--- src/rtl/prio_arb_enc.sv ---
// -----------------------------------------------------------------------------
// prio_arb_enc -- registered N-input priority encoder / arbiter with a
// grant/acknowledge handshake.
//
// One winner is latched from the request bank and its encoded index and one-hot
// grant are held stable until the consumer acknowledges. The block then
// re-arbitrates in the same edge, with the just-served input excluded for that
// single decision. Winner selection is either fixed priority (highest index
// wins) or round-robin (descending search starting just below the last winner,
// with wrap-around).
//
// Parameters
//   N     number of request inputs (2..32)
//   W     encoded index width, derived from N (leave at its default)
//   MODE  0 = fixed priority, 1 = round-robin
//
// Ports
//   clk    rising-edge clock
//   rst_n  asynchronous active-low reset
//   req    request vector, sampled on clk
//   en     arbitration enable; gates new grants only
//   ack    consumer acknowledge of the current grant
//   y      encoded index of the granted request (holds last value when idle)
//   grant  one-hot grant, 1 << y while w=1, all-zero otherwise
//   w      grant valid
// -----------------------------------------------------------------------------
module prio_arb_enc #(
  parameter int N    = 8,
  parameter int W    = $clog2(N),
  parameter int MODE = 0
) (
  input  logic         clk,
  input  logic         rst_n,
  input  logic [N-1:0] req,
  input  logic         en,
  input  logic         ack,
  output logic [W-1:0] y,
  output logic [N-1:0] grant,
  output logic         w
);

  typedef enum logic {
    S_IDLE = 1'b0,
    S_GNT  = 1'b1
  } state_e;

  state_e         state_q, state_d;
  logic [W-1:0]   y_q, y_d;
  logic [N-1:0]   grant_q, grant_d;
  logic [W-1:0]   ptr_q, ptr_d;

  logic [N-1:0]   eff;
  logic [W-1:0]   win;
  logic           load;

  // ---------------------------------------------------------------------------
  // Winner selection functions
  // ---------------------------------------------------------------------------

  // Highest set index. Later loop iterations override earlier ones, so the
  // last (highest) set bit is what remains.
  function automatic logic [W-1:0] pick_fixed(input logic [N-1:0] v);
    logic [W-1:0] r;
    r = '0;
    for (int i = 0; i < N; i++) begin
      if (v[i]) r = W'(i);
    end
    return r;
  endfunction

  // Round-robin: search order p-1, p-2, ..., p (mod N). Step k visits index
  // (p - k) mod N; iterating k from N down to 1 lets the closest candidate
  // (smallest k) override the others. The modulo is done by a single
  // conditional subtract so non-power-of-two N works.
  function automatic logic [W-1:0] pick_rr(input logic [N-1:0] v,
                                           input logic [W-1:0] p);
    logic [W-1:0] r;
    int           idx;
    r = '0;
    for (int k = N; k >= 1; k--) begin
      idx = int'(p) + N - k;
      if (idx >= N) idx = idx - N;
      if (v[idx]) r = W'(idx);
    end
    return r;
  endfunction

  // ---------------------------------------------------------------------------
  // Effective request vector and winner
  // ---------------------------------------------------------------------------

  // grant_q is all-zero in IDLE, so the same mask serves both states: in IDLE
  // it is the raw request vector, in GNT the current winner is excluded for
  // the re-arbitration decision taken on an ack edge.
  always_comb begin
    eff = req & ~grant_q;
    if (MODE == 1) begin
      win = pick_rr(eff, ptr_q);
    end else begin
      win = pick_fixed(eff);
    end
  end

  // ---------------------------------------------------------------------------
  // State register (also holds the output and pointer registers)
  // ---------------------------------------------------------------------------

  // NOTE: sequential state is written with non-blocking assignments so every
  // register samples the pre-edge values of the others, independent of
  // process ordering in simulation.
  always_ff @(posedge clk or negedge rst_n) begin
    if (!rst_n) begin
      state_q <= S_IDLE;
      y_q     <= '0;
      grant_q <= '0;
      ptr_q   <= '0;
    end else begin
      state_q <= state_d;
      y_q     <= y_d;
      grant_q <= grant_d;
      ptr_q   <= ptr_d;
    end
  end

  // ---------------------------------------------------------------------------
  // Next-state logic
  // ---------------------------------------------------------------------------

  // NOTE: every signal written here gets a default at the top so no path
  // leaves it unassigned, which would otherwise infer a latch.
  always_comb begin
    state_d = state_q;
    load    = 1'b0;

    case (state_q)
      S_IDLE: begin
        // ack is ignored here; only en and a non-empty request matter.
        if (en && (|eff)) begin
          state_d = S_GNT;
          load    = 1'b1;
        end
      end
      S_GNT: begin
        // Without ack everything is held, whatever req/en do.
        if (ack) begin
          if (en && (|eff)) begin
            load = 1'b1;          // back-to-back grant, no idle cycle
          end else begin
            state_d = S_IDLE;
          end
        end
      end
      default: begin
        state_d = S_IDLE;
      end
    endcase

    // Datapath next values follow the state decision.
    y_d     = y_q;
    ptr_d   = ptr_q;
    grant_d = grant_q;
    if (load) begin
      y_d     = win;
      ptr_d   = win;              // last winner becomes lowest priority
      grant_d = N'(1) << win;
    end else if (state_d == S_IDLE) begin
      grant_d = '0;               // y keeps its last value, grant clears
    end
  end

  // ---------------------------------------------------------------------------
  // Outputs: straight from registers, so all three are glitch-free and cleared
  // immediately by the asynchronous reset.
  // ---------------------------------------------------------------------------
  always_comb begin
    w     = (state_q == S_GNT);
    y     = y_q;
    grant = grant_q;
  end

endmodule

--- config.mk ---
export PLATFORM = sky130hd
export DESIGN_NAME = prio_arb_enc
export DESIGN_NICKNAME = d
export VERILOG_FILES = /design/src/rtl/prio_arb_enc.sv
export SDC_FILE = /design/constraint.sdc
export NUM_CORES = 1
export LEC_CHECK = 0
export ABC_CLOCK_PERIOD_IN_PS = 1600
export BUFFER_PORTS_ARGS = -buffer_cell sky130_fd_sc_hd__buf_2
export CAP_MARGIN = 20
export CORE_AREA = 2 2 46 48
export CTS_CLUSTER_SIZE = 20
export DETAILED_ROUTE_END_ITERATION = 6
export DIE_AREA = 0 0 48 50
export PLACE_DENSITY = 0.57
export SETUP_SLACK_MARGIN = 0.02
export SYNTH_ARGS = -nofsm -noshare
export SYNTH_HDL_FRONTEND = slang
export SYNTH_SLANG_ARGS = --single-unit
--- constraint.sdc ---
create_clock -name clk -period 1.6 [get_ports clk]
set_input_delay 0.08 -clock clk [delete_from_list [all_inputs] [get_ports clk]]
set_output_delay 0.08 -clock clk [all_outputs]
set_load 0.02 [all_outputs]
After elaboration in Yosys (flattened, before gate mapping)
Cells that the tools add are included.

cells by class
  eq/ne operators = 1
  shifts and indexed selects = 1
  multiplexer cells = 14
  bitwise gates (word level) = 3
  reductions and logical operators = 2

operators with widths
  cell                   count
  $mux W8                2
  $mux W3                4
  $and A8 B8 Y8          1
  $not A8 Y8             1
  $reduce_or A8 Y1       1
  $shl A1 B3 Y8 const A  1
  $mux W1                4
  $mux W2                2
  $pmux W1 S2            2
  $ne A2 B1 Y1 const B   1
  $logic_and A1 B1 Y1    1
  $not A1 Y1             1

storage, ports and cells
  flip-flop bits (word level) = 12
  input bits = 12
  output and inout port bits = 12
  word-level logic and storage cells = 24

Logic depth before layout (Yosys ltp)
Gate-level depths: netlist of run 1.

  word-level depth = 11
  mapped depth = 4
  mapped depth without buffers = 4

Worst setup path before layout of run 1
OpenSTA, ideal clock, no wires.

  path kind = reg-to-reg
  start = register grant_q[6] (netlist: grant[6])
  end = register y_q[0] (netlist: y[0])
  library setup time = 0.128 ns
  data arrival time = 1.326 ns
  data required time = 1.472 ns
  slack = 0.146 ns
  stages on the path, launching flop included = 5
  path buffers = 0
  clock period less this slack = 1.454 ns
  path through = dfrtp_1 and2b_1 nor4_4 a31oi_1 mux2_1

between the ends
  cells in the longest elaborated chain, start to end = 7
  elaborated cells on any way between the ends = 9
  those cells by class = mux: 5; bitwise: 2; reduce/logical: 2

ends and longest elaborated chain
  item                      line      RTL
  start: declaration        49        logic [N-1:0] grant_q, grant_d;
  start signal: assignment  120       grant_q <= grant_d;
  $not A8 Y8 *              96        eff = req & ~grant_q;
  $and A8 B8 Y8 *           96
  $reduce_or A8 Y1          138, 146
  $logic_and A1 B1 Y1       138, 146
  $mux W1                   138, 146
  $mux W1                   145       if (ack) begin
  $pmux W1 S2               135       case (state_q)
  end signal: assignment    119       y_q <= y_d;
  end: declaration          48        logic [W-1:0] y_q, y_d;

Every way passes the cells marked *; elsewhere a longest branch is shown, timed or not.
A chain may end at the register's enable or synchronous reset.

Worst setup path after layout of run 1
Ends and elaborated chain as after synthesis.

==> results of run 1 <==
==> routing by layer <==
metal	up-vias	wire length, um	track usage (%)
li1	276	-	-
met1	258	697	17.6
met2	16	660	20.9
met3	5	40	1.10
met4	0	59	10.8
met5	-	0	0
==> state kept, by name, indices dropped and copies added, names as in the netlist <==
signal / cells
y: 3
w: 1
grant: 8
==> synth_stat cells <==
cell,number,area (um2)
dfrtp_1,12,300
a21oi_1,5,25.0
a22o_1,5,43.8
nand2_1,5,18.8
nand2b_1,5,31.3
nor2b_1,5,31.3
inv_1,3,11.3
nor2b_4,2,27.5
o22ai_1,2,12.5
a21o_1,1,7.51
a22o_2,1,10.0
a31oi_1,1,6.26
and2b_1,1,7.51
and4_2,1,10.0
and4bb_1,1,12.5
clkbuf_1,1,3.75
mux2_1,1,11.3
nand3_1,1,5.00
nor2_1,1,3.75
nor3_1,1,5.00
nor4_4,1,21.3
o21ai_0,1,5.00
o311a_1,1,10.0
o311ai_2,1,16.3
o31ai_1,1,7.51
==> per-stage QoR <==
stage | setup slack, ns | std cells | area, um2 | hold slack [ns] | util [%]
2_1_floorplan | 0.146 | 60 | 644 | -0.216 | -
3_3_place_gp | 0.188 | 110 | 797 | -0.0220 | 41.9
3_5_place_dp | 0.161 | 110 | 797 | -0.0199 | 41.9
4_1_cts | 0.151 | 115 | 843 | 0.0293 | 44.3
5_1_grt | 0.0642 | 115 | 843 | 0.0231 | 44.3
6_report | 0.156 | 115 | 843 | 0.0328 | 44.3
==> worst reg2reg max path, delay by kind of cell (launching register included) <==
family          cells  cell delay [ns]
flops               1             0.39
compound gates      1             0.14
simple gates        2             0.49
mux                 1             0.33
==> final cells by class <==
cell class                 count  area [um2]
inverter                       3        11.3
tap                           27        33.8
timing repair buffer          25         133
multi-input combinational     44         329
fill                         195        1060
sequential                    12         300
clock buffer                   4        36.3
==> power groups by stage <==
stage / logic [W] / registers, W / clock network [W]
4_1_cts: 0.000182 / 0.000342 / 0.000258
3_5_place_dp: 0.000179 / 0.000348 / 0
3_3_place_gp: 0.000177 / 0.000349 / 0
2_1_floorplan: 0.0000849 / 0.000377 / 0
5_1_grt: 0.000197 / 0.000346 / 0.000274
6_report: 0.000180 / 0.000342 / 0.000251
==> worst paths after layout <==
check | endpoint | slack (ns) | cells after the start
max | y[0] | 0.16 | 4
min | w | 0.03 | 2
max reg2reg | y[0] | 0.16 | 4
min reg2reg | y[0] | 0.52 | 1
max in group asynchronous | w | 1.17 | 2
min in group asynchronous | y[2] | 0.20 | 2
==> logic make-up (layout without fill, tap and decap cells) <==
group,count (synthesis),in the layout,share of synthesized area (%)
AND/OR/NAND/NOR,24,24,27.0
buffers and inverters,4,32,2.33
AO/OA/AOI/OAI,19,19,22.3
flip-flops,12,12,46.6
multiplexers,1,1,1.75
==> timing repair <==
item | 4_1_cts | 5_1_grt
hold buffers | 1 | 0
hold endpoints to repair | 12 | 0
gates resized for setup | 0 | 0
==> out/results.tsv, run 1 <==
stage	metric	value	unit
status	status	complete, no violations	
pwr	peakVddDrop	0.310	mV
sta	post-route-period-util	90.2	%
floorplanning	initial_core_util	33.9	%
floorplanning	die_area	2400	um2
run	maxCapViolCount	0	
detailed_routing	drt_iter0_markers	1	
grt	antenna_found_initial	0	
detailed_routing	first_pass_iters	2	
critical_path	cp_num_buf_inv	0	
pwr	swShare	30.6	%
sta	setup_viol	0	
sta	timing.setup.tns	0	ns
placement	gp_congestion	0.723	
synthesis	seq_area_frac_synth	46.6	%
finish	final_cell_mix	buf_2, dfrtp_1	
critical_path	worstPathRequired	1.77	ns
critical_path	cp_top_family	simple AND/OR/NAND/NOR gates	
sta	max_slew_margin	73.4	%
critical_path	crit_start	grant[6]	
clock_network	cts.sinks	12	
critical_path	path_cells	and2b_1 -> nor4_4 -> a31oi_1 -> mux2_1	
pwr	p_sw	0.000236	W
critical_path	crit_arrival	1.62	ns
grt	grt_pass1_wl	2280	um
pwr	leakage	0.423	nW
synthesis	synth_cell_types	25	
floorplanning	ios	24	
floorplanning	core	1900	um2
detailed_routing	vias	555	
sta	timing.final.hold_violations	0	
placement	dp_hpwl	1160	um
detailed_routing	wl	1460	um
detailed_routing	wire_per_inst	12.7	um
critical_path	reg2reg_from	grant[6]	
critical_path	worst-setup-path-type	reg -> reg	
pwr	power.share.clock	32.5	%
pwr	power_per_cell_area	917	nW/um2
detailed_routing	detail-route-antenna-nets	0	
sta	tightest_slew	0.399	ns
critical_path	end_kind	register	
worst_hold_path	hp-class	in -> reg	
floorplanning	die_y	50	um
finish	drive_above_1_share	38.6	%
grt	grt_max_degree	13	
sta	finClkSkew	0.0115	ns
sta	clock.fmax	693	MHz
synthesis	synth_cells	60	
sta	drv_slew	0	
detailed_routing	drc	0	
synthesis	yosys_warnings	0	
placement	io_buffers	23	
finish	antenna_cells	0	
clock_network	cts_tree	built	
clock_network	clk_latency	0.29	ns
clock_network	cts_root_buf	clkbuf_4	
floorplanning	die_x	48	um
critical_path	max_stage_delay	0.39	ns
clock_network	cts_buffers	3	
pwr	fin_total_pwr	0.000773	W
pwr	comb_power_share	23.3	%
critical_path	crit_path_top_delay_cell	dfrtp_1	
critical_path	startpoint_type	register	
finish	syn_to_final_growth	30.9	%
sta	timing.final.crit_period	1.44	ns
clock_network	post-cts-setup-buffers	0	
clock_network	path_clk_slew	0.09	ns
clock_network	clk_path_buf_depth	2	
floorplanning	rows	16	
finish	final_nets	101	
worst_hold_path	hold_path.startpoint	en	
synthesis	synth-seq-cells	12	
synthesis	synth_area	644	um2
finish	final_common_cell	buf_2	
detailed_routing	vias_per_cell	4.83	
synthesis	avgSynthCellArea	10.7	um2
synthesis	syn_nets	72	
pwr	p_int	0.000537	W
critical_path	critPathMaxFanout	5	
sta	rsz0062_at_grt	no	
grt	gr-total-overflow	0	
grt	grt_pass1_vias	529	
clock_network	htreeDepth	1	
grt	track_usage	14.0	%
pwr	sequentialPowerShare	44.2	%
Note: power is estimated with default switching activity, not from simulation.
==> run 2: changes to the inputs <==
- SETUP_SLACK_MARGIN: 0.02 -> 0.3
==> out/results.tsv, run 2 (synthesis results as in run 1) <==
stage	metric	value	unit	change
detailed_routing	wire_per_inst	13.0	um	+2.4%
placement	io_buffers	23		unchanged
status	status	complete, no violations		
grt	grt_pass1_wl	2350	um	+3.0%
finish	final_area	887	um2	+5.2%
detailed_routing	drc	0		unchanged
sta	tightest_slew	0.378	ns	-0.0207 ns
worst_hold_path	hp-class	in -> reg		
pwr	peakVddDrop	0.323	mV	+4.2%
critical_path	worstPathRequired	1.80	ns	+0.03 ns
critical_path	end_kind	register		
floorplanning	rows	16		unchanged
sta	post-route-period-util	86.2	%	-4.1 points
placement	placed_cells	110		unchanged
clock_network	clk_latency	0.27	ns	-0.02 ns
clock_network	cts_root_buf	clkbuf_4		
pwr	power_per_cell_area	812	nW/um2	-11%
critical_path	reg2reg_from	grant[6]		
placement	dp_hpwl	1130	um	-2.7%
floorplanning	die_x	48	um	unchanged
grt	grt_pass1_vias	550		+4.0%
grt	grt_max_degree	13		unchanged
pwr	leakage	0.427	nW	+1.0%
finish	drive_above_1_share	55.7	%	+17 points
pwr	swShare	31.4	%	+0.81 points
run	maxCapViolCount	0		unchanged
grt	gr-total-overflow	0		unchanged
sta	finClkSkew	0.00503	ns	-0.00647 ns
worst_hold_path	min_path_cells	2		unchanged
floorplanning	die_area	2400	um2	unchanged
finish	final_common_cell	buf_2		
pwr	comb_power_share	26.5	%	+3.2 points
finish	antenna_cells	0		unchanged
floorplanning	die_y	50	um	unchanged
clock_network	path_clk_slew	0.08	ns	about the same
sta	clock.fmax	725	MHz	+4.7%
detailed_routing	vias	567		+2.2%
clock_network	cts.sinks	12		unchanged
detailed_routing	first_pass_iters	3		+1
sta	timing.setup.tns	0	ns	unchanged
finish	layoutNonFillerInstCount	115		unchanged
detailed_routing	wl	1490	um	+2.4%
finish	syn_to_final_growth	37.7	%	
sta	setup_viol	0		unchanged
detailed_routing	detail-route-antenna-nets	0		unchanged
finish	final_cell_mix	buf_2, dfrtp_1, dfrtp_2		
finish	final_nets	102		+0.99%
clock_network	cts_tree	built		
finish	largest_reg_flops	8		unchanged
critical_path	crit_arrival	1.58	ns	-0.04 ns
critical_path	worst-setup-path-type	reg -> reg		
floorplanning	core	1900	um2	unchanged
pwr	p_int	0.000494	W	-7.9%
detailed_routing	drt_iter0_markers	6		+5
clock_network	clk_path_buf_depth	2		unchanged
pwr	power.share.clock	25.8	%	-6.7 points
critical_path	r2r_cells	5		+1
critical_path	critPathMaxFanout	4		-1
sta	max_slew_margin	74.7	%	+1.4 points
sta	drv_slew	0		unchanged
clock_network	htreeDepth	1		unchanged
critical_path	crit_start	grant[6]		
sta	rsz0062_at_grt	yes		
detailed_routing	vias_per_cell	4.93		+2.2%
pwr	p_sw	0.000226	W	-4.3%
sta	timing.final.hold_violations	0		unchanged
clock_network	cts_buffers	3		unchanged
placement	dpl-instance-area	805	um2	+0.94%
worst_hold_path	hold_path.startpoint	en		
grt	antenna_found_initial	0		unchanged
pwr	sequentialPowerShare	47.7	%	+3.5 points
critical_path	startpoint_type	register		
floorplanning	ios	24		unchanged
placement	gp_congestion	0.820		+14%
sta	timing.final.crit_period	1.38	ns	-0.0650 ns
floorplanning	initial_core_util	33.9	%	unchanged
grt	track_usage	14.3	%	+0.27 points
## run 2: cell count changes in the layout (fill, tap and decap cells not counted), sizes merged
cell	delta
clkbuf	-1
buf	+1
## run 2: power by group through the flow
stage | logic (W) | registers (W) | clock network (W)
after floorplan | 0.0000849 | 0.000378 | 0
after global placement | 0.000176 | 0.000349 | 0
after detailed placement | 0.000177 | 0.000349 | 0
after CTS | 0.000185 | 0.000344 | 0.000192
after global routing | 0.000210 | 0.000349 | 0.000203
final | 0.000191 | 0.000343 | 0.000186
## run 2: critical path, stage by stage (launching register included)
cell	delay [ns]
dfrtp_2	0.38
and2b_2	0.25
nor4_4	0.18
buf_4	0.17
and4_4	0.20
a22o_1	0.13
## run 2: repair_timing
action,4_1_cts,5_1_grt
pin swaps,3,2
endpoints found under the setup margin,7,8
setup buffers,1,0
hold buffers,1,0
gates resized for setup,6,6
gates cloned,0,0
endpoints found under the hold margin,12,0
## run 2: area by class of cell
type	instances	area (um2)
multi-input cells	44	372
repair buffers	26	140
well taps	27	33.8
inverters	3	11.3
fillers	195	1010
clock buffers	3	22.5
flip-flops and latches	12	308
## run 2: path summary, 6_finish.rpt
check	endpoint	slack (ns)
max in group asynchronous	grant[2]	1.14
min in group asynchronous	grant[4]	0.21
worst min-delay path	w	0.05
worst max register to register	grant[2]	0.22
worst min register to register	y[0]	0.50
worst max-delay path	grant[2]	0.22
## run 2: through the flow
step / total power [W] / worst slack, ns / utilization (%) / hold WS [ns]
after floorplan: 0.000463 / 0.200 / - / -0.216
after global placement: 0.000525 / 0.227 / 42.3 / -0.0192
after detailed placement: 0.000526 / 0.207 / 42.3 / -0.0174
after CTS: 0.000721 / 0.209 / 45.1 / 0.0509
after global routing: 0.000762 / 0.141 / 46.6 / 0.0642
final: 0.000721 / 0.221 / 46.6 / 0.0539
## run 2: per-layer routing
| metal | global-route usage [%] | wire length, um | up-vias |
|---|---|---|---|
| li1 | - | - | 280 |
| met1 | 17.3 | 643 | 267 |
| met2 | 21.6 | 741 | 16 |
| met3 | 2.93 | 66 | 4 |
| met4 | 9.46 | 42 | 0 |
| met5 | 0 | 0 | - |
